--- src/rtl/compare_result_tracker.sv ---
// Consumes one-hot Greater/Equal/Lesser comparator flags, keeps saturating outcome counts,
// tracks consecutive Equal runs for lock detection and latches a sticky fault on illegal flags.
module compare_result_tracker #(
    parameter int CNT_W    = 8,
    parameter int STREAK_W = 4,
    parameter int LOCK_LEN = 4
) (
    input  logic                clk,
    input  logic                rst_n,
    input  logic                clear,
    input  logic                sample_en,
    input  logic                Greater,
    input  logic                Equal,
    input  logic                Lesser,
    output logic [CNT_W-1:0]    gt_count,
    output logic [CNT_W-1:0]    eq_count,
    output logic [CNT_W-1:0]    lt_count,
    output logic [STREAK_W-1:0] streak,
    output logic                locked,
    output logic                lock_lost,
    output logic                err
);

    typedef enum logic [1:0] {
        ST_IDLE   = 2'b00,
        ST_TRACK  = 2'b01,
        ST_LOCKED = 2'b10,
        ST_FAULT  = 2'b11
    } state_t;

    localparam logic [CNT_W-1:0]    CNT_MAX    = {CNT_W{1'b1}};
    localparam logic [CNT_W-1:0]    CNT_ONE    = CNT_W'(1'b1);
    localparam logic [STREAK_W-1:0] STREAK_MAX = {STREAK_W{1'b1}};
    localparam logic [STREAK_W-1:0] STREAK_ONE = STREAK_W'(1'b1);
    localparam logic [STREAK_W-1:0] LOCK_VAL   = STREAK_W'(LOCK_LEN);

    function automatic logic is_one_hot3(input logic [2:0] flags);
        return (flags == 3'b100) || (flags == 3'b010) || (flags == 3'b001);
    endfunction

    function automatic logic [CNT_W-1:0] cnt_inc(input logic [CNT_W-1:0] cnt);
        return (cnt == CNT_MAX) ? cnt : cnt + CNT_ONE;
    endfunction

    function automatic logic [STREAK_W-1:0] streak_inc(input logic [STREAK_W-1:0] cnt);
        return (cnt == STREAK_MAX) ? cnt : cnt + STREAK_ONE;
    endfunction

    state_t              state_r, state_s;
    logic [CNT_W-1:0]    gt_r, eq_r, lt_r;
    logic [CNT_W-1:0]    gt_s, eq_s, lt_s;
    logic [STREAK_W-1:0] streak_r, streak_s;
    logic                locked_r, locked_s;
    logic                lock_lost_r, lock_lost_s;
    logic                err_r, err_s;
    logic                take_s;
    logic                legal_s;

    assign take_s  = sample_en && !clear && (state_r != ST_FAULT);
    assign legal_s = is_one_hot3({Greater, Equal, Lesser});

    // Next-state and next-output computation for the tracking FSM.
    always_comb begin
        state_s     = state_r;
        gt_s        = gt_r;
        eq_s        = eq_r;
        lt_s        = lt_r;
        streak_s    = streak_r;
        lock_lost_s = 1'b0;
        if (clear) begin
            state_s  = ST_IDLE;
            gt_s     = {CNT_W{1'b0}};
            eq_s     = {CNT_W{1'b0}};
            lt_s     = {CNT_W{1'b0}};
            streak_s = {STREAK_W{1'b0}};
        end else if (take_s && !legal_s) begin
            // Illegal flags freeze all counts; only clear or reset leaves FAULT.
            state_s = ST_FAULT;
        end else if (take_s) begin
            if (Greater) begin
                gt_s = cnt_inc(gt_r);
            end else begin
                gt_s = gt_r;
            end
            if (Equal) begin
                eq_s     = cnt_inc(eq_r);
                streak_s = streak_inc(streak_r);
            end else begin
                eq_s     = eq_r;
                streak_s = {STREAK_W{1'b0}};
            end
            if (Lesser) begin
                lt_s = cnt_inc(lt_r);
            end else begin
                lt_s = lt_r;
            end
            case (state_r)
                ST_IDLE: begin
                    state_s = ST_TRACK;
                end
                ST_TRACK: begin
                    if (Equal && (streak_s == LOCK_VAL)) begin
                        state_s = ST_LOCKED;
                    end else begin
                        state_s = ST_TRACK;
                    end
                end
                ST_LOCKED: begin
                    if (Equal) begin
                        state_s = ST_LOCKED;
                    end else begin
                        state_s     = ST_TRACK;
                        lock_lost_s = 1'b1;
                    end
                end
                default: begin
                    state_s = ST_FAULT;
                end
            endcase
        end else begin
            state_s = state_r;
        end
        locked_s = (state_s == ST_LOCKED);
        err_s    = (state_s == ST_FAULT);
    end

    // State and output registers.
    always_ff @(posedge clk or negedge rst_n) begin
        if (!rst_n) begin
            state_r     <= ST_IDLE;
            gt_r        <= {CNT_W{1'b0}};
            eq_r        <= {CNT_W{1'b0}};
            lt_r        <= {CNT_W{1'b0}};
            streak_r    <= {STREAK_W{1'b0}};
            locked_r    <= 1'b0;
            lock_lost_r <= 1'b0;
            err_r       <= 1'b0;
        end else begin
            state_r     <= state_s;
            gt_r        <= gt_s;
            eq_r        <= eq_s;
            lt_r        <= lt_s;
            streak_r    <= streak_s;
            locked_r    <= locked_s;
            lock_lost_r <= lock_lost_s;
            err_r       <= err_s;
        end
    end

    assign gt_count  = gt_r;
    assign eq_count  = eq_r;
    assign lt_count  = lt_r;
    assign streak    = streak_r;
    assign locked    = locked_r;
    assign lock_lost = lock_lost_r;
    assign err       = err_r;

endmodule

--- config.mk ---
export PLATFORM = sky130hd
export DESIGN_NAME = compare_result_tracker
export DESIGN_NICKNAME = d
export VERILOG_FILES = /design/src/rtl/compare_result_tracker.sv
export SDC_FILE = /design/constraint.sdc
export NUM_CORES = 1
export LEC_CHECK = 0
export ABC_AREA = 1
export BUFFER_PORTS_ARGS = -buffer_cell sky130_fd_sc_hd__buf_2
export CORE_AREA = 2 2 85 87
export DETAILED_ROUTE_END_ITERATION = 8
export DIE_AREA = 0 0 87 89
export PLACE_DENSITY_LB_ADDON = 0.15
export SYNTH_ARGS = -nofsm -noshare
export SYNTH_HDL_FRONTEND = slang
export SYNTH_SLANG_ARGS = --single-unit
--- constraint.sdc ---
create_clock -name clk -period 3.2 [get_ports clk]
set_input_delay 0.16 -clock clk [delete_from_list [all_inputs] [get_ports clk]]
set_output_delay 0.16 -clock clk [all_outputs]
set_load 0.01 [all_outputs]
==> run summary <==
pwr dens: 364 nW/um^2
TritonCTS clock tree: built
setup_tns: 0 ps
status: completed
hold endpoint: state_r[0]
yosys warns: 0
CP cell instances: ha_1 > nand2_1 > nor3_1 > nor2_1 > nand2_8 > nand2_4 > inv_2 > nand2_1 > o31ai_2
Placer Congestion: 0.753
FF-to-FF path depth: 9
Hold Slack: 202 ps
Relative slew margins: 48.3%
Min-Delay Startpoint: sample_en
Req. time, crit path: 3360 ps
total power: 0.000859 W
Post-CTS Setup Bufs: 0
initial core utilization: 29.9%
critical path class: flip-flop to flip-flop
CTS sink cnt: 33
max-cap check violation count: 0
largest net degree at the start of global routing: 34
# IOs: 38
DIE AREA: 7740 sq um
Area Growth Syn to Fin: 17.7%
via density per instance: 4.71
Yosys cell types: 35
Worst Hold Depth: 3
core area: 6720 sq um
cell family with most CP delay: simple AND/OR/NAND/NOR gates
WL met3: 162 microns
Cell Area, Placed: 2270 sq um
met1 WL: 2.27 mm
Remaining Overflow, GRT: 0
CTS max path bufs: 2
peak fanout along the critical path: 7
Most used DFF post-synth: dfrtp_1
min Tclk post-route: 1660 ps
TritonCTS buffer count: 5
post-synthesis sequential element count: 33
DR WL/cell: 12.4 microns
Lkg Pwr: 1.20 nW
Post-synth EDFFs: 0
antenna cells: 0
final period utilization: 51.9%
Worst Max-Slew Pin Slew: 776 ps
Post-Route WL: 4.59 mm
Layout Utilization: 35.2%
Cells after Synth: 246
element type at the critical path start: flip-flop
sequential area share after synthesis: 41.1%
clock root buffer: clkbuf_8
Synth Area per Inst: 8.16 sq um
drt first pass iters: 4
Final #Nets: 299
global-route wire length before repair: 7.87 mm
Max Slew Vio Count: 0
initial antenna violation count: 0
worst min path class: input pin to flip-flop
async set or reset register ratio after synthesis: 100%
Final Hold Viols: 0
top layer in use: met4
DR DRC count: 0
RR Endpoint: lt_count[7]
# port buffers: 37
Post-DRT Antenna Nets: 0
share of layout cells above drive strength 1: 27.0%
r2r setup slk: 1540 ps
via count: 1739
critical path's largest stage delay: 440 ps
fin area: 2360 sq um
hpwl dp: 3.36 mm
RR Startpoint: lt_count[0]
all-layer global routing usage: 12.8%
# rows: 30
worst path bufs/invs: 1
FMAX: 0.602 GHz
unrepaired setup endpoints after global routing: no
Setup-failing EPs final: 0
clk slew on worst S/H paths: 70 ps
Worst path most repeated cell: nand2_1
Die H: 89 microns
vias in the first global route: 1714
Post-Syn Area: 2010 sq um
worst-skew pair later-pin latency: 280 ps
chip width: 87 microns
H-Tree Level Count: 2
VDD IR max: 0.000139 V
Worst setup EP type: flip-flop
1st-iter DRT viols: 29
clk_skew: 4.83 ps
Crit path arrival time: 1820 ps
routed length on met2: 2.13 mm
syn nets: 257
Worst path slowest cell: dfrtp_1
-- power by group --
part / leakage (nW) / internal [W] / switching (W)
clock: 0.0395 / 0.000155 / 0.000151
sequential: 0.454 / 0.000430 / 0.0000150
combinational: 0.708 / 0.0000343 / 0.0000732
-- cells in the final DEF, fill, tap and decap left out, types with 2 or more instances in the layout --
master and instances:
inv_2 9, o21ai_1 12, clkbuf_1 3, nand2_8 2, clkbuf_8 5, nand3_1 17
nor2_1 19, inv_1 25, o21ai_0 5, nand2_4 3, nor3_1 4, o22ai_1 2
nor3_4 2, nand4_1 13, ha_1 4, nand3_2 5, nand2_2 4, dfrtp_1 33
inv_4 2, a21oi_1 3, o31ai_1 3, nand2_1 56, xor2_1 7, or2_2 3
buf_2 37
-- cell usage after synthesis (5+ instances only) --
cell type	instances	area, sq um
dfrtp_1	33	826
o21ai_1	12	60.1
inv_2	9	33.8
nand3_1	17	85.1
inv_1	25	93.8
nand4_1	13	81.3
nor2_1	19	71.3
xor2_1	7	61.3
nand3_2	5	50.1
nand2_1	56	210
o21ai_0	5	25.0
-- metrics by stage --
stage	std cells	worst slack (ps)
final	369	1540
after detailed placement	360	1550
after floorplan	246	1650
after global placement	360	1560
after CTS	369	1540
after global routing	369	1320
-- layer usage --
layer / vias to the layer above / global-route usage (%)
met5: - / 0
met4: 0 / 3.41
met3: 2 / 3.05
met2: 32 / 21.0
met1: 809 / 16.9
li1: 896 / -
-- worst register-to-register path, stage by stage (launching register included) --
cell	delay (ps)
dfrtp_1	440
ha_1	250
nand2_1	110
nor3_1	60
nor2_1	270
nand2_8	120
nand2_4	100
inv_2	70
nand2_1	70
o31ai_2	60
-- how the worst max path moves through the flow --
| stage | startpoint | end | slack, ps | cells past startpoint |
|---|---|---|---|---|
| 6_report | lt_count[0] | lt_count[7] | 1540 | 9 |
| 5_1_grt | lt_count[0] | lt_count[3] | 1320 | 9 |
| 4_1_cts | lt_count[0] | lt_count[7] | 1540 | 9 |
| 3_5_place_dp | lt_count[0] | lt_count[7] | 1550 | 9 |
| 3_3_place_gp | lt_count[0] | lt_count[7] | 1560 | 9 |
| 2_1_floorplan | lt_count[0] | lt_count[7] | 1650 | 9 |
-- state kept, by name (all words and copies together) (netlist names) --
name	cells
gt_count	8
state_r	2
eq_count	8
lock_lost	1
locked	1
err	1
streak	4
lt_count	8
-- repair_timing --
item	4_1_cts	5_1_grt
resized for setup	0	0
hold endpoints to repair	33	0
hold buffers	1	0
setup endpoints to repair	0	0
-- cell families after synthesis --
| family | count (synthesis) | synth area share (%) |
|---|---|---|
| and+or+nand+nor | 131 | 35.2 |
| AOI/OAI and AO/OA | 29 | 8.73 |
| buffers and inverters | 41 | 8.98 |
| xor gates and xnor gates | 8 | 3.49 |
| DFF | 33 | 41.1 |
| adders and majority gates | 4 | 2.49 |
-- area by class of cell --
cell class,instances,area (sq um)
Clock buffer,8,80.1
Fill cell,733,4360
Inverter,38,160
Multi-Input combinational cell,172,1000
Sequential cell,33,826
Tap cell,80,100
Timing Repair Buffer,38,195
Note: power is estimated with default switching activity, not from simulation.
